## config.mk

```make
export PLATFORM = sky130hd
export DESIGN_NAME = instr_decoder_queue
export DESIGN_NICKNAME = d
export VERILOG_FILES = /design/src/rtl/instr_decoder_queue.sv
export SDC_FILE = /design/constraint.sdc
export NUM_CORES = 1
export LEC_CHECK = 0
export CAP_MARGIN = 40
export CORE_MARGIN = 4
export CORE_UTILIZATION = 59
export DETAILED_ROUTE_END_ITERATION = 12
export PLACE_DENSITY = 0.85
export RECOVER_POWER = 100
export SYNTH_ARGS = -nofsm -noshare
export SYNTH_HDL_FRONTEND = slang
export SYNTH_SLANG_ARGS = --single-unit
```

## constraint.sdc

```tcl
create_clock -name clk -period 3.6 [get_ports clk]
set_input_delay 0.54 -clock clk [delete_from_list [all_inputs] [get_ports clk]]
set_output_delay 0.54 -clock clk [all_outputs]
set_load 0.03 [all_outputs]
```

## src/rtl/instr_decoder_queue.sv

```systemverilog
// Instruction decoder for the video processor: DEPTH-entry raw instruction FIFO feeding one decoded output stage.
// Optional macro DECODER_ERR_CNT_EN adds a saturating err_count of dropped illegal entries.
module instr_decoder_queue #(
  parameter int DEPTH         = 4,
  parameter int REG_ADDR_W    = 5,
  parameter int SPRITE_ADDR_W = 14,
  parameter int BG_ADDR_W     = 13,
  parameter int MEM_DATA_W    = 9,
  parameter int CP_ADDR_W     = 4
) (
  input  logic                       clk,
  input  logic                       reset,
  input  logic                       in_valid,
  output logic                       in_ready,
  input  logic [31:0]                dataA,
  input  logic [31:0]                dataB,
  output logic                       out_valid,
  input  logic                       out_ready,
  output logic [3:0]                 out_opcode,
  output logic [REG_ADDR_W-1:0]      out_register,
  output logic [31:0]                out_data,
  output logic [SPRITE_ADDR_W-1:0]   out_sprite_address,
  output logic [BG_ADDR_W-1:0]       out_background_address,
  output logic [MEM_DATA_W-1:0]      out_memory_data,
  output logic [CP_ADDR_W-1:0]       out_cp_address,
  output logic                       illegal_pulse,
  output logic [$clog2(DEPTH):0]     fifo_level
`ifdef DECODER_ERR_CNT_EN
  ,
  output logic [15:0]                err_count
`endif
);

  localparam int PTR_W = $clog2(DEPTH);
  localparam int LVL_W = PTR_W + 1;

  logic [63:0]              mem_q [DEPTH];
  logic [63:0]              entry_d;
  logic [PTR_W-1:0]         wr_ptr_q, wr_ptr_d, rd_ptr_q, rd_ptr_d;
  logic [LVL_W-1:0]         level_q, level_d;
  logic                     full, empty, push, load;
  logic [63:0]              head;
  logic [31:0]              head_a, head_b;
  logic                     unused_head;

  logic                     out_valid_q, out_valid_d;
  logic [3:0]               opcode_q, opcode_d;
  logic [REG_ADDR_W-1:0]    register_q, register_d;
  logic [31:0]              data_q, data_d;
  logic [SPRITE_ADDR_W-1:0] sprite_q, sprite_d;
  logic [BG_ADDR_W-1:0]     bg_q, bg_d;
  logic [MEM_DATA_W-1:0]    mem_data_q, mem_data_d;
  logic [CP_ADDR_W-1:0]     cp_q, cp_d;
  logic                     illegal_pulse_q, illegal_pulse_d;

  assign full        = (level_q == LVL_W'(DEPTH));
  assign empty       = (level_q == '0);
  assign head        = mem_q[rd_ptr_q];
  assign head_a      = head[63:32];
  assign head_b      = head[31:0];
  assign unused_head = ^head;

  always_comb begin
    entry_d         = {dataA, dataB};
    push            = in_valid && !full;
    load            = !empty && (!out_valid_q || out_ready);
    wr_ptr_d        = push ? wr_ptr_q + PTR_W'(1) : wr_ptr_q;
    rd_ptr_d        = load ? rd_ptr_q + PTR_W'(1) : rd_ptr_q;
    level_d         = level_q + LVL_W'(push) - LVL_W'(load);

    out_valid_d     = out_valid_q;
    opcode_d        = opcode_q;
    register_d      = register_q;
    data_d          = data_q;
    sprite_d        = sprite_q;
    bg_d            = bg_q;
    mem_data_d      = mem_data_q;
    cp_d            = cp_q;
    illegal_pulse_d = 1'b0;

    // Any load or consume starts from the idle default; an illegal head leaves it idle,
    // which is correct because a load only happens when the stage is empty or being consumed.
    if (load || (out_valid_q && out_ready)) begin
      out_valid_d = 1'b0;
      opcode_d    = 4'hF;
      register_d  = '0;
      data_d      = '0;
      sprite_d    = '0;
      bg_d        = '0;
      mem_data_d  = '0;
      cp_d        = '0;
    end

    if (load) begin
      case (head_a[3:0])
        4'd0: begin
          out_valid_d = 1'b1;
          opcode_d    = 4'd0;
          register_d  = head_a[4 +: REG_ADDR_W];
          data_d      = head_b;
        end
        4'd1: begin
          out_valid_d = 1'b1;
          opcode_d    = 4'd1;
          sprite_d    = head_a[4 +: SPRITE_ADDR_W];
          mem_data_d  = head_b[MEM_DATA_W-1:0];
        end
        4'd2: begin
          out_valid_d = 1'b1;
          opcode_d    = 4'd2;
          bg_d        = head_a[4 +: BG_ADDR_W];
          mem_data_d  = head_b[MEM_DATA_W-1:0];
        end
        4'd3: begin
          out_valid_d = 1'b1;
          opcode_d    = 4'd3;
          cp_d        = head_a[4 +: CP_ADDR_W];
          data_d      = head_b;
        end
        default: illegal_pulse_d = 1'b1;
      endcase
    end
  end

  // Queue storage holds raw data only and needs no reset.
  always_ff @(posedge clk) begin
    if (push) mem_q[wr_ptr_q] <= entry_d;
  end

  always_ff @(posedge clk) begin
    if (reset) begin
      wr_ptr_q        <= '0;
      rd_ptr_q        <= '0;
      level_q         <= '0;
      out_valid_q     <= 1'b0;
      opcode_q        <= 4'hF;
      register_q      <= '0;
      data_q          <= '0;
      sprite_q        <= '0;
      bg_q            <= '0;
      mem_data_q      <= '0;
      cp_q            <= '0;
      illegal_pulse_q <= 1'b0;
    end else begin
      wr_ptr_q        <= wr_ptr_d;
      rd_ptr_q        <= rd_ptr_d;
      level_q         <= level_d;
      out_valid_q     <= out_valid_d;
      opcode_q        <= opcode_d;
      register_q      <= register_d;
      data_q          <= data_d;
      sprite_q        <= sprite_d;
      bg_q            <= bg_d;
      mem_data_q      <= mem_data_d;
      cp_q            <= cp_d;
      illegal_pulse_q <= illegal_pulse_d;
    end
  end

`ifdef DECODER_ERR_CNT_EN
  logic [15:0] err_count_q, err_count_d;

  always_comb begin
    err_count_d = err_count_q;
    if (illegal_pulse_d && (err_count_q != 16'hFFFF)) err_count_d = err_count_q + 16'd1;
  end

  always_ff @(posedge clk) begin
    if (reset) err_count_q <= '0;
    else       err_count_q <= err_count_d;
  end

  assign err_count = err_count_q;
`endif

  assign in_ready               = !full;
  assign fifo_level             = level_q;
  assign out_valid              = out_valid_q;
  assign out_opcode             = opcode_q;
  assign out_register           = register_q;
  assign out_data               = data_q;
  assign out_sprite_address     = sprite_q;
  assign out_background_address = bg_q;
  assign out_memory_data        = mem_data_q;
  assign out_cp_address         = cp_q;
  assign illegal_pulse          = illegal_pulse_q;

endmodule

```

## Yosys cells after proc, flatten, opt, wreduce, memory -nomap -nowiden

Memory sizes are Yosys's and may differ from the RTL's. A register that Yosys moved wholly into a read port is not among the register bits.
Cells that the tools add are included.
Widths: inputs -> output; s select.

- Input port bits: 68
- Memory bits (writable): 256
- Latch bits: 0
- Memories: 1
- Logic and storage cells: 65
- Flip-flop bits (word level): 90
- Bits in read-only memories: 0

Memories:

| name | depth | bits a word | read ports | clocked after memory_dff | write ports | line | text |
|---|---|---|---|---|---|---|---|
| mem_q | 4 | 64 | 1 | 1 | 1 | 37 | `logic [63:0] mem_q [DEPTH];` |

- Mux-type cells: 29
- Multiply operators: 0
- Bitwise operators: 1
- Eq/ne operators: 4
- Reduce and logical (&&, ||, !) cells: 14
- Order comparisons: 0
- Divide/modulo/power cells: 0
- Shift-type cells: 0
- Add/subtract/negate cells: 4

Operators by type and width:

| cell | number |
|---|---|
| $mux 32 | 3 |
| $mux 14 | 3 |
| $mux 13 | 3 |
| $mux 9 | 3 |
| $mux 4 | 5 |
| $pmux 4 s4 | 1 |
| $mux 5 | 3 |
| $eq 4x2->1 const B | 2 |
| $mux 1 | 6 |
| $reduce_or 2->1 | 3 |
| $add 2x1->2 const B | 2 |
| $eq 4x1->1 const B | 1 |
| $logic_not 4->1 | 1 |
| $mux 2 | 2 |
| $reduce_or 4->1 | 1 |
| $add 3x1->3 | 1 |
| $eq 3x3->1 const B | 1 |
| $logic_and 1x1->1 | 3 |
| $logic_not 1->1 | 3 |
| $logic_not 3->1 | 1 |
| $sub 3x1->3 | 1 |
| $logic_or 1x1->1 | 2 |
| $not 1->1 | 1 |

## Depth between registers and ports, before layout

- Depth in word-level cells: 7
- Gate-level depth with buffers: 11
- Mapped depth without buffers: 9

## Worst setup path before layout

Ideal clock, no wire load.

- Path type: reg-to-reg
- Start: register level_q[1], in the netlist fifo_level[1]
- End: memory mem_q[0][0] (enable)
- Path buffers: 1
- Data required time: 3.187 ns
- Path slack: 0.647 ns
- Stages on the path, launching flop included: 4
- Data arrival time: 2.540 ns
- Cells stage by stage: dfxtp_1 -> or3b_2 -> clkbuf_1 -> and3_1

- Cells in the longest elaborated chain, start to end: 5

RTL lines:

| element | line | text |
|---|---|---|
| from (decl) | 40 | `logic [LVL_W-1:0] level_q, level_d;` |
| from (signal assigned) | 147 | `level_q <= level_d;` |
| $eq 3x3->1 | 56 | `assign full = (level_q == LVL_W'(DEPTH));` |
| $logic_not 1->1 | -- |  |
| net in_ready | 14 | `output logic in_ready,` |
| $logic_and 1x1->1 | 65 | `push = in_valid && !full;` |
| $mux 1 | 127 | `if (push) mem_q[wr_ptr_q] <= entry_d;` |
| $mux 1 (not written as such) | 127 |  |
| to (decl) | 37 |  |

The timed path passes the listed nets, and every way through them passes these cells.

==> run metrics <==
share of synthesized area occupied by flip-flops and latches=68.7%; post-synth top area cell=edfxtp_1; Fmax=330 MHz; share of the synthesized area in the top cell type=52.6%; largest net degree at the start of global routing=47; post-CTS resize count=0; path type of the worst setup path=in -> reg; routability cong.=0.799; Yosys reg bits=292; total of endpoints with negative setup slack in the final report=0; number of levels the H-tree was split into=1; clock period minus final worst setup slack=3030 ps; number of max-capacitance violations reported=3; worst-case setup slack after placement=812 ps; number of rows created at floorplan=50; number of antenna violations at the first check in global routing=4; commonest register cell after synthesis=edfxtp_1; Post-Synthesis Net Count=748; post-route antenna net violation count=0; Final HPWL DP=16000 um; arrival time worst endpoint=3470 ps; top cells by count, synth=200 x edfxtp_1, 92 x dfxtp_1, 66 x inv_1, 41 x o211ai_1, 39 x mux4_2; drt total wl=26100 um; number of endpoints with negative hold slack in the final report=0; clk sink count=292; area of placed instances=13100 um2; count of flip-flops with a built-in enable after synthesis=200; VDD IR-drop max=522 uV; placeable core area=18900 um2; leading cell type by number of instances after synthesis=edfxtp_1; IO Port Bufs=140; later-pin clock latency in the skew report=540 ps; cell types occupying the most area after synthesis=edfxtp_1 53%, dfxtp_1 16%, mux4_2 7.7%; number of different library cells in the post-synthesis netlist=46; Max Transition Viols Final=95; biggest fanout along the worst timing path=44; post-CTS clock slew at the launch and capture registers of the worst setup and hold paths=60 ps; overall die height=147 um; routed vias=6795; path category of the worst min-delay check=reg -> reg; total power density per cell area=750 nW/um2; deepest clock path buffer count=3; proportion of layout cells with a drive suffix above 1=16.5%; static leakage power=0.00481 uW; Mapped Avg Cell Area=17.0 um2; count of buffers added by post-CTS timing repair for setup=0; Clock Skews=18.9 ps; Starting Density=60.4%; first-pass iteration count of the detailed router=5; vias per cell=6.22; vias in the first global route=7281; endpoint class of the critical path=flop; total number of nets in the final design=882; violation count after the first detailed-route iteration=620; type of origin of the critical path=input port; number of buffers inserted for hold repair after clock tree synthesis=0; violated checks=capacitance limit, slew limit; area occupied by multi-input gates=2850 um2; DRC errors left=0; Synth Cell Area=11400 um2; global-route wire length before repair=41000 um; fill cell instance count of the final layout=1134; final worst path period share=84.1%; Least-Margin Pin Slew=2220 ps; Max-Slew Margin vs Limit=-48.3%; Async S/R FF share, synth=0%; yosys synthesis warning count=0; library cell used as clock root buffer=clkbuf_16; total routing resource utilization after global routing=24.0%; Finished Cell Area=13900 um2; gate count of the mapped netlist=673; status=complete, but fails checks; post-synthesis to final-layout area growth=21.6%; aggregate global routing overflow=0; DR WL/cell=23.9 um; unrepaired setup endpoints after global routing=false; TritonCTS Buffers=29; IO Count=155; minimum setup slack in the final design=574 ps; clock tree from TritonCTS=done; post-route setup TNS=0 ps; worst path required time=4050 ps; Storage cell area=7860 um2; width of the die=147 um; die area=21600 um2
[stage by stage]
| stage | util [%] | std cells | hold WS [ps] | power, uW |
|---|---|---|---|---|
| 3_5_place_dp | 69.4 | 1036 | 452 | 7500 |
| 6_report | 73.5 | 1092 | 458 | 10400 |
| 2_1_floorplan | - | 673 | 453 | 6520 |
| 5_1_grt | 73.5 | 1092 | 479 | 10800 |
| 3_3_place_gp | 69.1 | 1034 | 446 | 7280 |
| 4_1_cts | 74.9 | 1090 | 467 | 10700 |
[critical path: stages]
cell and delay (ps):
clkdlybuf4s50_1 480, nor2b_4 190, clkbuf_1 1600, o21ai_0 390, a21oi_1 240
[power by group]
part | internal (uW) | switching [uW]
Clock | 1910 | 1270
Combinational | 1080 | 1910
Sequential | 3970 | 271
Total | 6960 | 3450
[flip-flops by register name (all words and copies together) (netlist names), named ones only]
name / count
fifo_level: 3
illegal_pulse: 1
mem_q: 200
out_background_address: 13
out_cp_address: 4
out_data: 32
out_memory_data: 9
out_opcode: 4
out_register: 5
out_sprite_address: 14
out_valid: 1
rd_ptr_q: 2
wr_ptr_q: 2
[area by class of cell]
type | instances | share of cell area (%)
clock buffer | 41 | 6.52
antenna | 2 | 0.0360
clock inverter | 13 | 1.00
tap | 260 | 2.34
inverter | 66 | 1.78
timing repair buffer | 162 | 11.2
sequential | 292 | 56.6
multi-input combinational | 256 | 20.5
[per-layer routing]
metal  vias to the layer above  part of all wire [%]  wire [um]  GRT usage, %
met4                         4                   3.0        792          6.99
met3                        68                   6.0       1560          4.23
met1                      3495                    40      10400          31.7
met2                       258                    51      13200          41.2
li1                       2970                     -          -             -
met5                         -                  0.10         26         0.455
[worst paths after layout]
kind,startpoint,endpoint,slack (ps),cells past startpoint
max,out_ready,flop,570,5
min,out_opcode[2]$_SDFF_PP1_,out_opcode[2]$_SDFF_PP1_,460,1
max reg2reg,out_valid$_SDFF_PP0_,flop,640,4
min reg2reg,out_opcode[2]$_SDFF_PP1_,out_opcode[2]$_SDFF_PP1_,460,1
[cell usage in the layout, fill, tap and decap left out, types with 3 or more instances in the layout]
cell and count:
a21oi_1 5, and3_1 4, buf_4 8, clkbuf_1 12, clkbuf_16 33, clkbuf_2 3, clkbuf_8 5, clkdlybuf4s50_1 3
clkinv_2 4, dfxtp_1 90, dlygate4sd3_1 137, edfxtp_1 200, ha_1 6, inv_1 65, mux2_2 9, mux2i_1 20
mux4_2 39, nand3_1 3, nand4_1 13, nor2b_1 3, o211ai_1 41, o32ai_1 34, o41ai_1 28, o41ai_2 13
[cells by family after synthesis]
| kind of cell | share of synthesized area, % |
|---|---|
| flip-flops | 68.7 |
| AO/OA/AOI/OAI | 12.5 |
| buffers and inverters | 4.81 |
| multiplexers | 10.4 |
| AND/OR/NAND/NOR | 2.35 |
| adder cells (fa/ha/maj) | 0.833 |
| XOR/XNOR | 0.373 |
Power figures use the tool's default switching activity.
